$ cat src/rtl/lstm_ctrl_pkg.sv
// -----------------------------------------------------------------------------
// lstm_ctrl_pkg
// Shared definitions for the LSTM timestep sequencer and its watchdog.
//   state_t       : sequencer state encoding (3 bits, all codes used)
//   CELL_PHASES   : cell pipeline stage count (IDLE->S1->S2->S3 pass = 4 clocks)
//   PHASE_BITS    : width of the cell phase counter
//   WDOG_LIM_DEF  : default watchdog limit in clock cycles
//   is_wait_state : states in which the watchdog is running
// -----------------------------------------------------------------------------
package lstm_ctrl_pkg;

  typedef enum logic [2:0] {
    IDLE   = 3'd0,
    MAC    = 3'd1,
    CELL   = 3'd2,
    WRITE  = 3'd3,
    READ   = 3'd4,
    NEXT   = 3'd5,
    FINISH = 3'd6,
    ERR    = 3'd7
  } state_t;

  // Must equal the number of stages the cell walks through per timestep.
  localparam int CELL_PHASES  = 4;
  localparam int PHASE_BITS   = $clog2(CELL_PHASES);
  localparam int WDOG_LIM_DEF = 40;

  function automatic logic is_wait_state(input state_t s);
    return (s == MAC) || (s == WRITE) || (s == READ);
  endfunction

endpackage

$ cat src/rtl/lstm_wdog.sv
// -----------------------------------------------------------------------------
// lstm_wdog
// Cycle-limit watchdog. It counts the cycles of a monitored window and flags,
// as a registered output, the cycle in which the window has lasted i_limit
// cycles. The controls describe the *upcoming* cycle so that the flag lines up
// with the cycle it refers to:
//   i_enable : the next cycle belongs to a monitored window
//   i_clear  : the next cycle is the first cycle of a new window
// Ports:
//   clk, rst_n : clock, asynchronous active-low reset
//   i_clear    : restart the window count
//   i_enable   : next cycle is monitored (otherwise count returns to 0)
//   i_limit    : window length in cycles
//   o_expired  : high in the cycle where the window length reaches i_limit
// -----------------------------------------------------------------------------
module lstm_wdog #(
  parameter int WDOG_BITS = 6
) (
  input  logic                 clk,
  input  logic                 rst_n,
  input  logic                 i_clear,
  input  logic                 i_enable,
  input  logic [WDOG_BITS-1:0] i_limit,
  output logic                 o_expired
);

  logic [WDOG_BITS-1:0] r_count;
  logic [WDOG_BITS-1:0] w_count_next;
  logic                 r_expired;

  // r_count holds the number of window cycles elapsed including the current
  // one; it saturates rather than wrapping so a long wait stays expired.
  always_comb begin
    w_count_next = '0;
    if (i_enable) begin
      if (i_clear) begin
        w_count_next = WDOG_BITS'(1);
      end else if (r_count != '1) begin
        w_count_next = r_count + WDOG_BITS'(1);
      end else begin
        w_count_next = r_count;
      end
    end
  end

  always_ff @(posedge clk or negedge rst_n) begin
    if (!rst_n) begin
      r_count   <= '0;
      r_expired <= 1'b0;
    end else begin
      r_count   <= w_count_next;
      r_expired <= i_enable && (w_count_next >= i_limit);
    end
  end

  assign o_expired = r_expired;

endmodule

$ cat src/rtl/lstm_seq_ctrl.sv
// -----------------------------------------------------------------------------
// lstm_seq_ctrl
// Timestep sequencer for one LSTM cell and its two gate weight engines.
// Per timestep: pulse mac_start, wait for both engines, enable the cell clock
// for one full 4-phase pass, wait for the output-buffer write, drive the
// hidden-state read-back, then advance to the next timestep or finish.
// Ports:
//   sys_clk, reset_n : clock, asynchronous active-low reset
//   start, abort     : one-cycle run request, synchronous abort (wins always)
//   num_steps        : timesteps per run, sampled on an accepted start
//   busy             : run in progress (decoded from state)
//   done             : one-cycle run-complete pulse
//   error            : watchdog error, held until abort or a new start
//   step_idx         : current 0-based timestep
//   mac_start        : start pulse to both weight engines
//   w1_done, w2_done : engine completion (pulse or level)
//   cell_clk_en      : cell clock gate enable
//   cell_w_ready     : weights-ready to the cell (done_w1/done_w2)
//   wr_done          : cell output-buffer write complete
//   read_output      : cell hidden-state read-back request
//   re_done          : cell read-back complete
// -----------------------------------------------------------------------------
module lstm_seq_ctrl
  import lstm_ctrl_pkg::*;
#(
  parameter int                   STEP_BITS = 8,
  parameter int                   WDOG_BITS = 6,
  parameter logic [WDOG_BITS-1:0] WDOG_LIM  = WDOG_BITS'(WDOG_LIM_DEF)
) (
  input  logic                 sys_clk,
  input  logic                 reset_n,
  input  logic                 start,
  input  logic                 abort,
  input  logic [STEP_BITS-1:0] num_steps,
  output logic                 busy,
  output logic                 done,
  output logic                 error,
  output logic [STEP_BITS-1:0] step_idx,
  output logic                 mac_start,
  input  logic                 w1_done,
  input  logic                 w2_done,
  output logic                 cell_clk_en,
  output logic                 cell_w_ready,
  input  logic                 wr_done,
  output logic                 read_output,
  input  logic                 re_done
);

  state_t                r_state;
  state_t                w_state_next;
  logic [STEP_BITS-1:0]  r_num_steps, w_num_steps_next;
  logic [STEP_BITS-1:0]  r_step_idx, w_step_idx_next;
  logic [PHASE_BITS-1:0] r_phase, w_phase_next;
  logic                  r_f1, r_f2, w_f1_next, w_f2_next;
  logic                  w_f1_seen, w_f2_seen;
  logic                  w_zero_run;
  logic                  r_done, r_error, r_mac_start, r_cell_en, r_read_output;
  logic                  w_done_next, w_error_next, w_mac_start_next;
  logic                  w_cell_en_next, w_read_next;
  logic                  w_wdog_clear, w_wdog_enable, w_wdog_expired;

  // A completion that arrives in the same cycle as the flag check counts,
  // so both engines finishing in the MAC entry cycle exits MAC immediately.
  assign w_f1_seen = r_f1 | w1_done;
  assign w_f2_seen = r_f2 | w2_done;

  // ---------------------------------------------------------------------------
  // Next-state and next-output logic
  // ---------------------------------------------------------------------------
  always_comb begin
    w_state_next     = r_state;
    w_num_steps_next = r_num_steps;
    w_step_idx_next  = r_step_idx;
    w_zero_run       = 1'b0;

    case (r_state)
      IDLE, ERR: begin
        if (start) begin
          if (num_steps != '0) begin
            w_num_steps_next = num_steps;
            w_step_idx_next  = '0;
            w_state_next     = MAC;
          end else begin
            // Empty run: acknowledge with done and stay put.
            w_zero_run   = 1'b1;
            w_state_next = IDLE;
          end
        end
      end
      MAC: begin
        // A real completion wins over a watchdog expiring in the same cycle.
        if (w_f1_seen && w_f2_seen) w_state_next = CELL;
        else if (w_wdog_expired)    w_state_next = ERR;
      end
      CELL: begin
        if (r_phase == PHASE_BITS'(CELL_PHASES - 1)) w_state_next = WRITE;
      end
      WRITE: begin
        if (wr_done)             w_state_next = READ;
        else if (w_wdog_expired) w_state_next = ERR;
      end
      READ: begin
        if (re_done)             w_state_next = NEXT;
        else if (w_wdog_expired) w_state_next = ERR;
      end
      NEXT: begin
        if (r_step_idx == r_num_steps - STEP_BITS'(1)) begin
          w_state_next = FINISH;
        end else begin
          w_step_idx_next = r_step_idx + STEP_BITS'(1);
          w_state_next    = MAC;
        end
      end
      FINISH:  w_state_next = IDLE;
      default: w_state_next = IDLE;
    endcase

    // Abort overrides everything; step_idx and the latched count hold.
    if (abort) begin
      w_state_next     = IDLE;
      w_num_steps_next = r_num_steps;
      w_step_idx_next  = r_step_idx;
      w_zero_run       = 1'b0;
    end
  end

  // Registered strobes are decoded from the next state so each one is valid
  // in exactly the cycles spent in its state.
  assign w_mac_start_next = (w_state_next == MAC) && (r_state != MAC);
  assign w_cell_en_next   = (w_state_next == CELL);
  assign w_read_next      = (w_state_next == READ);
  assign w_done_next      = (w_state_next == FINISH) || w_zero_run;
  assign w_error_next     = (w_state_next == ERR);

  // Engine flags only live while MAC continues; leaving MAC drops them.
  assign w_f1_next = (r_state == MAC) && (w_state_next == MAC) && w_f1_seen;
  assign w_f2_next = (r_state == MAC) && (w_state_next == MAC) && w_f2_seen;

  assign w_phase_next = ((r_state == CELL) && (w_state_next == CELL)) ?
                        (r_phase + PHASE_BITS'(1)) : '0;

  assign w_wdog_clear  = (w_state_next != r_state);
  assign w_wdog_enable = is_wait_state(w_state_next);

  // ---------------------------------------------------------------------------
  // State register
  // ---------------------------------------------------------------------------
  always_ff @(posedge sys_clk or negedge reset_n) begin
    if (!reset_n) begin
      r_state <= IDLE;
    end else begin
      r_state <= w_state_next;
    end
  end

  // ---------------------------------------------------------------------------
  // Datapath and registered outputs
  // ---------------------------------------------------------------------------
  always_ff @(posedge sys_clk or negedge reset_n) begin
    if (!reset_n) begin
      r_num_steps   <= '0;
      r_step_idx    <= '0;
      r_phase       <= '0;
      r_f1          <= 1'b0;
      r_f2          <= 1'b0;
      r_done        <= 1'b0;
      r_error       <= 1'b0;
      r_mac_start   <= 1'b0;
      r_cell_en     <= 1'b0;
      r_read_output <= 1'b0;
    end else begin
      r_num_steps   <= w_num_steps_next;
      r_step_idx    <= w_step_idx_next;
      r_phase       <= w_phase_next;
      r_f1          <= w_f1_next;
      r_f2          <= w_f2_next;
      r_done        <= w_done_next;
      r_error       <= w_error_next;
      r_mac_start   <= w_mac_start_next;
      r_cell_en     <= w_cell_en_next;
      r_read_output <= w_read_next;
    end
  end

  lstm_wdog #(
    .WDOG_BITS (WDOG_BITS)
  ) u_wdog (
    .clk       (sys_clk),
    .rst_n     (reset_n),
    .i_clear   (w_wdog_clear),
    .i_enable  (w_wdog_enable),
    .i_limit   (WDOG_LIM),
    .o_expired (w_wdog_expired)
  );

  assign busy         = (r_state == MAC) || (r_state == CELL) || (r_state == WRITE) ||
                        (r_state == READ) || (r_state == NEXT);
  assign done         = r_done;
  assign error        = r_error;
  assign step_idx     = r_step_idx;
  assign mac_start    = r_mac_start;
  assign cell_clk_en  = r_cell_en;
  assign cell_w_ready = r_cell_en;
  assign read_output  = r_read_output;

endmodule

$ cat config.mk
export PLATFORM = sky130hd
export DESIGN_NAME = lstm_seq_ctrl
export DESIGN_NICKNAME = d
export VERILOG_FILES = /design/src/rtl/lstm_ctrl_pkg.sv /design/src/rtl/lstm_wdog.sv /design/src/rtl/lstm_seq_ctrl.sv
export SDC_FILE = /design/constraint.sdc
export NUM_CORES = 1
export LEC_CHECK = 0
export ABC_CLOCK_PERIOD_IN_PS = 3700
export CELL_PAD_IN_SITES_DETAIL_PLACEMENT = 1
export CELL_PAD_IN_SITES_GLOBAL_PLACEMENT = 1
export CORE_UTILIZATION = 41
export DETAILED_ROUTE_END_ITERATION = 12
export PLACE_DENSITY = 0.78
export SLEW_MARGIN = 20
export SYNTH_ARGS = -nofsm -noshare
export SYNTH_HDL_FRONTEND = slang
export SYNTH_SLANG_ARGS = --single-unit
$ cat constraint.sdc
create_clock -name sys_clk -period 3.7 [get_ports sys_clk]
set_input_delay 0.74 -clock sys_clk [delete_from_list [all_inputs] [get_ports sys_clk]]
set_output_delay 0.74 -clock sys_clk [all_outputs]
set_load 0.005 [all_outputs]
==> summary.txt, run 1 <==
Floorplanning
  • Die height: 76.7 µm
  • Initial core utilization: 43.7%
  • # IOs: 31
  • Cell row count: 26
  • DIE AREA: 5890 µm²
  • Die Width: 76.7 µm
  • Core box area: 5240 µm²

Clock tree
  • H-tree depth: 2
  • CTS clk-pin slew, worst paths: 70 ps
  • Post-CTS Setup Inserts: 0
  • Root Driver: clkbuf_8
  • TritonCTS Buffers: 5
  • Sink Count: 35
  • CTS Buffer Depth: 2
  • CTS Hold Bufs: 0
  • Resized Gates After CTS: 0
  • Clk Latency, worst-skew pair: 290 ps
  • CTS tree: done

Setup path
  • Worst reg2reg path startpoint: r_num_steps[0]
  • Setup CP Type: in -> reg
  • Critical path peak fanout: 11
  • Crit path capture type: flip-flop
  • R2R Setup Slk: 680 ps
  • Crit path launch type: input pin
  • Worst Reg2Reg Path Length in Cells: 9
  • Worst path required time: 3890 ps
  • Arrival @ worst endpoint: 3370 ps
  • Capturing point of the worst reg2reg path: step_idx[2]

Power
  • Switching Share: 44.6%
  • Pwr/cell area: 709 nW/µm²
  • Power Total: 1.93 mW
  • Leakage power: 1.13 nW
  • Int Power: 1.07 mW
  • Peak supply drop: 0.323 mV
  • Power share of the combinational group: 47.9%
  • Clk network pwr share: 17.6%
  • Switching pwr: 0.859 mW
  • Reg power frac: 34.5%

Cells and area
  • Share of the core filled with cells: 51.8%
  • Seq. cell area: 876 µm²
  • Final non-filler cell total: 360
  • Layout area overhead: 18.6%
  • Net count, final: 310
  • Fillers: 624
  • Area occupied by multi-input gates: 1310 µm²
  • Most common cell after layout, fill and taps aside: nand2_1
  • Ant diodes: 0
  • Most frequent cells in the layout: nand2_1 (42), dfrtp_1 (35), nor2_1 (29), clkdlybuf4s50_1 (29), a21oi_1 (14)
  • Fin area: 2720 µm²
  • Share of layout cells above drive strength 1: 9.31%

Global routing
  • Vias in the first global route: 2251
  • Global route overflow: 0
  • Total GRT Usage: 24.4%
  • First-pass GRT wire length: 11200 µm
  • Largest net degree at the start of global routing: 36
  • Initial antenna violation count: 0

STA
  • Min cycle time layout: 3180 ps
  • Least-Margin Pin Slew: 803 ps
  • RSZ-0062 raised after global routing: false
  • Hold slack final: 524 ps
  • Max Slew Vio Count: 0
  • Tcrit/Tclk final: 86.0%
  • Setup WS post-layout: 518 ps
  • Setup Skew: 11.8 ps
  • Slew HR: 46.5%
  • Final Hold Viols: 0
  • Final setup fails: 0
  • Max Fclk: 314 MHz
  • Setup TNS: 0 ps

Placed design
  • Pre-CTS WS: 310 ps
  • DP Wirelength: 4770 µm
  • RePlAce Congestion: 0.752
  • I/O Buffers: 30
  • Dpl cell area: 2610 µm²
  • DP Cell Count: 353

Routing
  • Final ANT Viol Nets: 0
  • DRT iter0 DRCs: 140
  • Total wire length: 6450 µm
  • Via count: 2085
  • Initial DRT Pass Iterations: 4
  • Post-route DRC: 0
  • Wirelength per Cell: 17.9 µm
  • DR vias/cell: 5.79

Logic synthesis
  • Synth warn: 0
  • Async set-reset flop share out of synthesis: 100%
  • Mapped Cells: 264
  • Post-Syn Area: 2290 µm²
  • Synth unique cells: 60
  • Syn_nets: 284
  • Register area share after synthesis: 38.3%
  • Avg Inst Size Synth: 8.67 µm²
  • Synthesis-stage register bit count: 35
  • Post-synth EDFFs: 0
  • Ys flop type: dfrtp_1

Worst hold path
  • Hold WC Path Type: in -> async

Flow run
  • Max cap viols: 0

Status
  • Status: completed
==> power by group through the flow <==
stage	clock network, mW	registers [mW]	logic, mW
2_1_floorplan	0	0.579	0.708
5_1_grt	0.364	0.683	1.04
6_report	0.338	0.664	0.923
4_1_cts	0.345	0.661	0.922
3_3_place_gp	0	0.664	0.875
3_5_place_dp	0	0.668	0.908
==> routing by layer <==
metal / GRT usage [%] / vias up / wire, µm
li1: - / 1001 / -
met1: 32.6 / 1038 / 3090
met2: 38.9 / 32 / 2960
met3: 4.40 / 14 / 232
met4: 9.81 / 0 / 167
met5: 0 / - / 0
==> state kept, by name, indices dropped and copies added, names as in the netlist <==
name and cells:
r_num_steps 8, step_idx 8, u_wdog.r_count 6, r_state 3
r_phase 2, cell_clk_en 1, done 1, error 1
mac_start 1, r_f1 1, r_f2 1, read_output 1
u_wdog.o_expired 1
==> final cells by class <==
class / count / share of cell area (%)
clock buffer: 6 / 2.67
clock inverter: 1 / 1.11
inverter: 7 / 0.968
multi-input combinational: 209 / 48.3
sequential: 35 / 32.3
tap: 70 / 3.23
timing repair buffer: 32 / 11.4
==> how the worst max path moves through the flow <==
stage	startpoint	end	slack (ps)	depth (start not counted)
final	num_steps[5]	step_idx[2]	520	8
after global routing	num_steps[5]	step_idx[2]	410	8
after CTS	num_steps[5]	step_idx[2]	580	8
after detailed placement	num_steps[5]	step_idx[2]	310	8
after global placement	num_steps[5]	step_idx[2]	380	8
after floorplan	r_num_steps[0]	step_idx[5]	1070	11
==> critical path: stages <==
cell             delay, ps
clkdlybuf4s50_1        420
or4_1                  560
o21ai_1                330
a21oi_1                170
a22o_4                 300
o21ai_2                380
nor2_1                 200
a31o_2                 260
==> Yosys cell counts, types with 2 or more instances <==
cell type	n	area (µm²)
mux2i_1	2	20.0
or3_1	2	12.5
a21boi_0	2	15.0
or4_1	5	37.5
nor4_4	2	42.5
ha_1	4	50.1
o22a_1	3	26.3
nor2_1	29	109
nor3_1	6	30.0
a31o_2	3	26.3
o21a_1	4	30.0
a211o_2	2	20.0
a21oi_1	14	70.1
a211oi_1	2	15.0
and2_1	2	12.5
o31ai_1	5	37.5
a31oi_1	4	25.0
o21ai_0	8	40.0
xor2_1	7	61.3
nor2b_1	2	12.5
inv_1	7	26.3
and3_1	4	25.0
buf_6	2	22.5
nand2b_1	7	43.8
clkbuf_1	8	30.0
xnor2_1	4	35.0
nand2_1	42	158
nand3b_1	2	15.0
or2_2	2	12.5
a22oi_1	2	15.0
dfrtp_1	35	876
buf_4	3	22.5
nand3_1	7	35.0
nand4_1	4	25.0
and4_1	2	17.5
==> cells by family after synthesis <==
logic type	synth area share, %
simple gates	29.3
compound gates	20.2
flops	38.3
buf+inv	4.43
xor+xnor	4.21
fa+ha+maj	2.19
mux	1.37
Note: power is estimated with default switching activity, not from simulation.
==> inputs of run 2 (changes only) <==
==> constraint.sdc (replaced) <==
create_clock -name sys_clk -period 3.7 [get_ports sys_clk]
set_input_delay 0.74 -clock sys_clk [delete_from_list [all_inputs] [get_ports sys_clk]]
set_output_delay 0.74 -clock sys_clk [all_outputs]
set_load 0.01 [all_outputs]
==> results of run 2 <==
The final DEF is identical to that of run 1. Status: completed.
Main changes from that run: total power 1.93 mW -> 1.94 mW; worst IR drop on VDD 0.323 mV -> 0.324 mV
==> inputs of run 3 (changes only) <==
--- a/config.mk
+++ b/config.mk
@@ -6,12 +6,12 @@
 export NUM_CORES = 1
 export LEC_CHECK = 0
 export ABC_CLOCK_PERIOD_IN_PS = 3700
+export CAP_MARGIN = 20
 export CELL_PAD_IN_SITES_DETAIL_PLACEMENT = 1
 export CELL_PAD_IN_SITES_GLOBAL_PLACEMENT = 1
 export CORE_UTILIZATION = 41
 export DETAILED_ROUTE_END_ITERATION = 12
 export PLACE_DENSITY = 0.78
-export SLEW_MARGIN = 20
 export SYNTH_ARGS = -nofsm -noshare
 export SYNTH_HDL_FRONTEND = slang
 export SYNTH_SLANG_ARGS = --single-unit
==> results of run 3 <==
The final DEF is identical to that of run 1. Status: completed.
Main changes from that run: total power 1.93 mW -> 1.94 mW; worst IR drop on VDD 0.323 mV -> 0.324 mV
